File: config.mk
export PLATFORM = sky130hd
export DESIGN_NAME = gray_conv_scheduler
export DESIGN_NICKNAME = d
export VERILOG_FILES = /design/src/rtl/gray_sched_pkg.sv /design/src/rtl/gray_rr_arbiter.sv /design/src/rtl/gray_conv_scheduler.sv
export SDC_FILE = /design/constraint.sdc
export NUM_CORES = 1
export LEC_CHECK = 0
export CORE_ASPECT_RATIO = 0.7
export CORE_UTILIZATION = 30
export CTS_CLUSTER_SIZE = 30
export DETAILED_ROUTE_END_ITERATION = 10
export GPL_TIMING_DRIVEN = 0
export PLACE_DENSITY = 0.66
export REMOVE_ABC_BUFFERS = 1
export SETUP_SLACK_MARGIN = 0.3
export SLEW_MARGIN = 30
export SYNTH_ARGS = -nofsm -noshare
export SYNTH_HDL_FRONTEND = slang
export SYNTH_SLANG_ARGS = --single-unit
File: constraint.sdc
create_clock -name clk -period 7.2 [get_ports clk]
set_input_delay 1.44 -clock clk [delete_from_list [all_inputs] [get_ports clk]]
set_output_delay 1.44 -clock clk [all_outputs]
set_load 0.01 [all_outputs]
File: src/rtl/gray_sched_pkg.sv
// Shared types and helpers for the round-robin gray-to-binary scheduler.
package gray_sched_pkg;

    typedef enum logic [1:0] {
        IDLE = 2'd0,
        CONV = 2'd1,
        RESP = 2'd2
    } sched_state_e;

    localparam int DEF_NREQ = 4;
    localparam int DEF_W    = 8;
    localparam int REF_MAXW = 64;

    // Reference conversion on a zero-extended word: the upper zero bits leave
    // the low W result bits unchanged, so any W up to REF_MAXW is covered.
    function automatic logic [REF_MAXW-1:0] gray2bin_ref(input logic [REF_MAXW-1:0] g);
        logic [REF_MAXW-1:0] b;
        b[REF_MAXW-1] = g[REF_MAXW-1];
        for (int k = REF_MAXW - 2; k >= 0; k--) begin
            b[k] = b[k+1] ^ g[k];
        end
        return b;
    endfunction

endpackage

File: src/rtl/gray_rr_arbiter.sv
// Combinational round-robin arbiter: first valid request at or after ptr wins.
module gray_rr_arbiter
    import gray_sched_pkg::*;
#(
    parameter  int NREQ = DEF_NREQ,
    localparam int IDW  = $clog2(NREQ)
) (
    input  logic [NREQ-1:0] req,
    input  logic [IDW-1:0]  ptr,
    input  logic            en,
    output logic [NREQ-1:0] grant,
    output logic [IDW-1:0]  grant_idx
);

    logic [IDW:0]   sum;
    logic [IDW-1:0] idx;
    logic           found;

    always_comb begin
        grant     = '0;
        grant_idx = '0;
        sum       = '0;
        idx       = '0;
        found     = 1'b0;
        for (int k = 0; k < NREQ; k++) begin
            sum = {1'b0, ptr} + (IDW+1)'(k);
            if (sum >= (IDW+1)'(NREQ)) begin
                sum = sum - (IDW+1)'(NREQ);
            end
            idx = sum[IDW-1:0];
            if (en && !found && req[idx]) begin
                found      = 1'b1;
                grant[idx] = 1'b1;
                grant_idx  = idx;
            end
        end
    end

endmodule

File: src/rtl/gray_conv_scheduler.sv
// Shares one external gray-to-binary converter among NREQ requesters.
// Optional converter cross-check enabled by defining GRAY_SCHED_CHECK_EN.
module gray_conv_scheduler
    import gray_sched_pkg::*;
#(
    parameter  int NREQ = DEF_NREQ,
    parameter  int W    = DEF_W,
    localparam int IDW  = $clog2(NREQ)
) (
    input  logic              clk,
    input  logic              rst,
    input  logic [NREQ-1:0]   req_valid,
    input  logic [NREQ*W-1:0] req_gray,
    output logic [NREQ-1:0]   req_ready,
    output logic [W-1:0]      conv_gray,
    input  logic [W-1:0]      conv_bin,
    output logic              res_valid,
    output logic [W-1:0]      res_bin,
    output logic [IDW-1:0]    res_id,
    input  logic              res_ready,
    output logic              err
);

    sched_state_e   state;
    logic [IDW-1:0] rr_ptr;
    logic [IDW-1:0] op_id;
    logic [W-1:0]   op_gray;
    logic [NREQ-1:0] grant;
    logic [IDW-1:0] grant_idx;
    logic [IDW-1:0] next_ptr;
    logic           arb_en;

    // Grants are suppressed while reset is asserted so nothing is accepted that cycle.
    assign arb_en    = (state == IDLE) && !rst;
    assign req_ready = grant;
    assign conv_gray = op_gray;
    assign next_ptr  = (grant_idx == IDW'(NREQ - 1)) ? '0 : grant_idx + IDW'(1);

    gray_rr_arbiter #(
        .NREQ(NREQ)
    ) u_arb (
        .req       (req_valid),
        .ptr       (rr_ptr),
        .en        (arb_en),
        .grant     (grant),
        .grant_idx (grant_idx)
    );

    always_ff @(posedge clk) begin
        if (rst) begin
            state     <= IDLE;
            rr_ptr    <= '0;
            op_gray   <= '0;
            op_id     <= '0;
            res_valid <= 1'b0;
            res_bin   <= '0;
            res_id    <= '0;
        end else begin
            case (state)
                IDLE: begin
                    if (|grant) begin
                        op_gray <= req_gray[grant_idx*W +: W];
                        op_id   <= grant_idx;
                        rr_ptr  <= next_ptr;
                        state   <= CONV;
                    end
                end
                CONV: begin
                    res_bin   <= conv_bin;
                    res_id    <= op_id;
                    res_valid <= 1'b1;
                    state     <= RESP;
                end
                RESP: begin
                    if (res_ready) begin
                        res_valid <= 1'b0;
                        state     <= IDLE;
                    end
                end
                default: state <= IDLE;
            endcase
        end
    end

`ifdef GRAY_SCHED_CHECK_EN
    logic [W-1:0] ref_bin;
    logic         err_q;

    assign ref_bin = W'(gray2bin_ref(REF_MAXW'(op_gray)));

    // Sticky until reset; the converter's answer is still forwarded as-is.
    always_ff @(posedge clk) begin
        if (rst) begin
            err_q <= 1'b0;
        end else if (state == CONV && conv_bin != ref_bin) begin
            err_q <= 1'b1;
        end
    end

    assign err = err_q;
`else
    assign err = 1'b0;
`endif

endmodule

==> results by group, run 1 <==
Setup path
  • Buffers plus inverters on the worst setup path: 2
  • Critical Path Source Type: primary input
  • Max Fanout on Critical Path: 17
  • Cell-by-cell listing of the critical path: clkdlybuf4s50_1 > or3_1 > or2_0 > o21bai_1 > clkdlybuf4s50_1
  • Largest stage delay on the critical path: a little over 0.7 ns
  • Cell type of the slowest stage on the worst timing path: clkdlybuf4s50_1
  • Cell with the most instances on the worst path: clkdlybuf4s50_1
  • Family with the most delay on the worst path: buffers and inverters
  • Data arrival time of the critical path: around 4.5 ns
  • Required time at the endpoint of the critical path: 5.76 ns
  • Critical setup path kind: in2out
  • Worst setup EP type: primary output

Global route
  • Vias in the first global route: between 1500 and 2000
  • Combined global-route utilization of all metal layers: 0.158
  • Wire length of the first global-routing pass: 8.49 mm
  • Largest net degree at the start of global routing: 20
  • Number of antenna violations at the first check in global routing: 0
  • Total gr overflow: 0

Clock network
  • Clock tree root driver cell: clkbuf_8
  • Deepest clock path buffer count: 2
  • Clock sink count: 25
  • Clock buffer count from CTS: 3
  • Clock Pin Slew Worst Setup and Hold Paths: 0.09 ns
  • Post-cts repair resize count: 0
  • Number of hold buffers added after cts: 0
  • Skew-Pair Late Insertion Delay: 0.27 ns
  • Postcts setup bufs: 0
  • H-tree depth: 1
  • TritonCTS clock tree: done

Synth
  • Number of standard cells after synthesis: approximately 230
  • FF+latch count, synth: 25
  • Number of unique standard cell types used by synthesis: 50
  • Sequential-to-total area share from yosys stat: 0.266
  • Most instantiated flip-flop cell in the synthesis netlist: dfxtp_1
  • YS warnings: 0
  • Post-synth design cell area: 1880 um2
  • Ys async rst share: 0
  • Number of enable-type register cells in the synthesized netlist: 0
  • Mean post-synth cell area: 8.29 um2

Place
  • Post-detail-place hpwl: approximately 3.8 mm
  • Buffers added on ports: just under 70
  • Placer's final routability congestion estimate: ~0.78

Finish
  • Growth of design area from synthesis to finish: 39.8%
  • Share of cells above drive strength 1: 0.0821
  • Fin nets: 336
  • Commonest non-fill, non-tap cells in the layout: 69 x clkdlybuf4s50_1, 26 x nand2_1, 25 x dfxtp_1
  • Commonest non-fill, non-tap cell in the layout: clkdlybuf4s50_1
  • Final design utilization: 0.448
  • ANT cells: 0

Routing
  • DR pass1 iterations: 4
  • DRT iter0 DRCs: 84
  • Total Routed Length: a little over 5 mm
  • Per-cell routed wire length: 14.5 um
  • Drc violations: 0
  • Routed vias: ~1900
  • Final ANT Viol Nets: 0
  • Routed vias/inst: 5.41

Timing
  • Maximum clock frequency: between 150 and 200 MHz
  • Setup violation total in the final timing report: 0
  • Slew margin rel.: 0.387
  • Worst-Margin Slew: around 0.92 ns
  • Final max-slew violation count: 0
  • TNS Setup: 0 ns
  • Period Utilization, post-route: 0.825
  • RSZ-0062 raised after global routing: no
  • Time the final worst path needs with I/O delays and setup: between 5 and 6 ns
  • Fin. Hold Viols: 0
  • Skew final: roughly 0.0029 ns

Die
  • # rows: 23
  • Die extent in x: slightly below 100 um
  • Placeable core region: 5870 um2
  • Die span in y: about 70 um
  • Starting Density: 0.321
  • Area enclosed by the die boundary: between 6000 and 7000 um2
  • Number of top-level pins: between 70 and 80

Pwr
  • Lkg Pwr: about 0.9 nW
  • Worst VDD drop: approximately 0.11 mV
  • Power density relative to cell area: 337 nW/um2

Worst hold path
  • Kind of path behind the tightest hold check: reg2reg

Status
  • Result of the run: completed

Job
  • Number of max-capacitance violations reported: 0
[per-layer routing]
layer	global-route usage	share of wire	wire, um	vias up
li1	-	-	-	962
met1	0.235	0.54	2780	881
met2	0.224	0.39	2000	77
met3	0.0501	0.073	376	2
met4	0.0187	0.0017	9	0
met5	0	0	0	-
[worst paths after layout]
path                  start      endpoint  slack [ns]  cells after the start
hold reg to reg    op_id[1]     res_id[1]        0.46                      2
hold / removal     op_id[1]     res_id[1]        0.46                      2
setup reg to reg  rr_ptr[0]     rr_ptr[1]        2.92                      8
setup / recovery        rst  req_ready[0]        1.26                      5
[cells in the mapped netlist (all sizes together), types with 4 or more instances]
cell type,n,area share
inv,9,0.018
o31ai,8,0.032
buf,6,0.023
dfxtp,25,0.27
o21bai,4,0.016
a211oi,17,0.068
mux2i,4,0.021
nor2b,5,0.017
clkbuf,16,0.033
a22oi,4,0.016
o2111ai,8,0.037
nor2,5,0.010
a21oi,19,0.051
a21boi,16,0.064
ha,8,0.053
or3b,6,0.028
nand2,26,0.052
[layout make-up]
type	count	area, um2
fillers	604	3240
multi-input cells	170	1250
repair buffers	71	703
flip-flops and latches	25	500
well taps	75	93.8
clock buffers	3	41.3
inverters	10	37.5
clock inverters	1	5.00
[sequential cells by signal, indices dropped and copies added (netlist names)]
register / count
conv_gray: 8
res_bin: 8
op_id: 2
res_id: 2
rr_ptr: 2
state: 2
res_valid: 1
[cells by family (layout without fill, tap and decap cells)]
logic type | count (synthesis) | count (layout) | synth area share
AO/OA/AOI/OAI | 94 | 94 | 0.363
other | 1 | 1 | 0.00199
adder cells (fa/ha/maj) | 8 | 8 | 0.0532
flip-flops | 25 | 25 | 0.266
multiplexers | 9 | 9 | 0.0691
buffers and inverters | 32 | 85 | 0.0758
AND/OR/NAND/NOR | 58 | 58 | 0.171
[stage by stage]
stage	area [um2]	hold slack, ns	std cells	power (mW)	worst slack (ns)
global placement	2560	0.441	349	0.789	1.27
global route	2630	0.469	355	0.966	1.01
detailed placement	2580	0.446	351	0.802	1.26
floorplan	1780	0.426	205	0.590	2.90
finish	2630	0.457	355	0.886	1.26
CTS	2630	0.458	355	0.886	1.25
[power by group]
| group | switching [mW] | leakage [nW] | total (mW) | internal [mW] |
|---|---|---|---|---|
| combinational | 0.326 | 0.671 | 0.580 | 0.254 |
| sequential | 0.0433 | 0.205 | 0.222 | 0.179 |
| clock | 0.0449 | 0.0255 | 0.0836 | 0.0387 |
| total | 0.414 | 0.902 | 0.886 | 0.472 |
[tightest hold or removal path: stages (launching register included)]
cell	delay, ns
dfxtp_1	0.32
nand2_1	0.05
a21oi_1	0.05
No activity file was read; power rests on OpenSTA's default activity.
==> run 2, diff against run 1 <==
==> constraint.sdc (replaced) <==
create_clock -name clk -period 6.2 [get_ports clk]
set_input_delay 1.24 -clock clk [delete_from_list [all_inputs] [get_ports clk]]
set_output_delay 1.24 -clock clk [all_outputs]
set_load 0.01 [all_outputs]
==> results of run 2 <==
The final DEF is identical to that of run 1. Status: completed.
Among the figures that moved: setup slack after placement 1.26 ns -> 0.662 ns; setup slack after layout 1.26 ns -> 0.661 ns; register-to-register setup slack 2.92 ns -> 1.92 ns; total power 0.886 mW -> 1.03 mW; worst IR drop on VDD 0.114 mV -> 0.132 mV
==> run 3, diff against run 2 <==
--- a/config.mk
+++ b/config.mk
@@ -7,7 +7,7 @@
 export LEC_CHECK = 0
 export CORE_ASPECT_RATIO = 0.7
 export CORE_UTILIZATION = 30
-export CTS_CLUSTER_SIZE = 30
+export CTS_CLUSTER_SIZE = 10
 export DETAILED_ROUTE_END_ITERATION = 10
 export GPL_TIMING_DRIVEN = 0
 export PLACE_DENSITY = 0.66
==> results of run 3 <==
The final DEF is identical to that of run 1. Status: completed.
Among the figures that moved: setup slack after placement 1.26 ns -> 0.662 ns; setup slack after layout 1.26 ns -> 0.661 ns; register-to-register setup slack 2.92 ns -> 1.92 ns; total power 0.886 mW -> 1.03 mW; worst IR drop on VDD 0.114 mV -> 0.132 mV
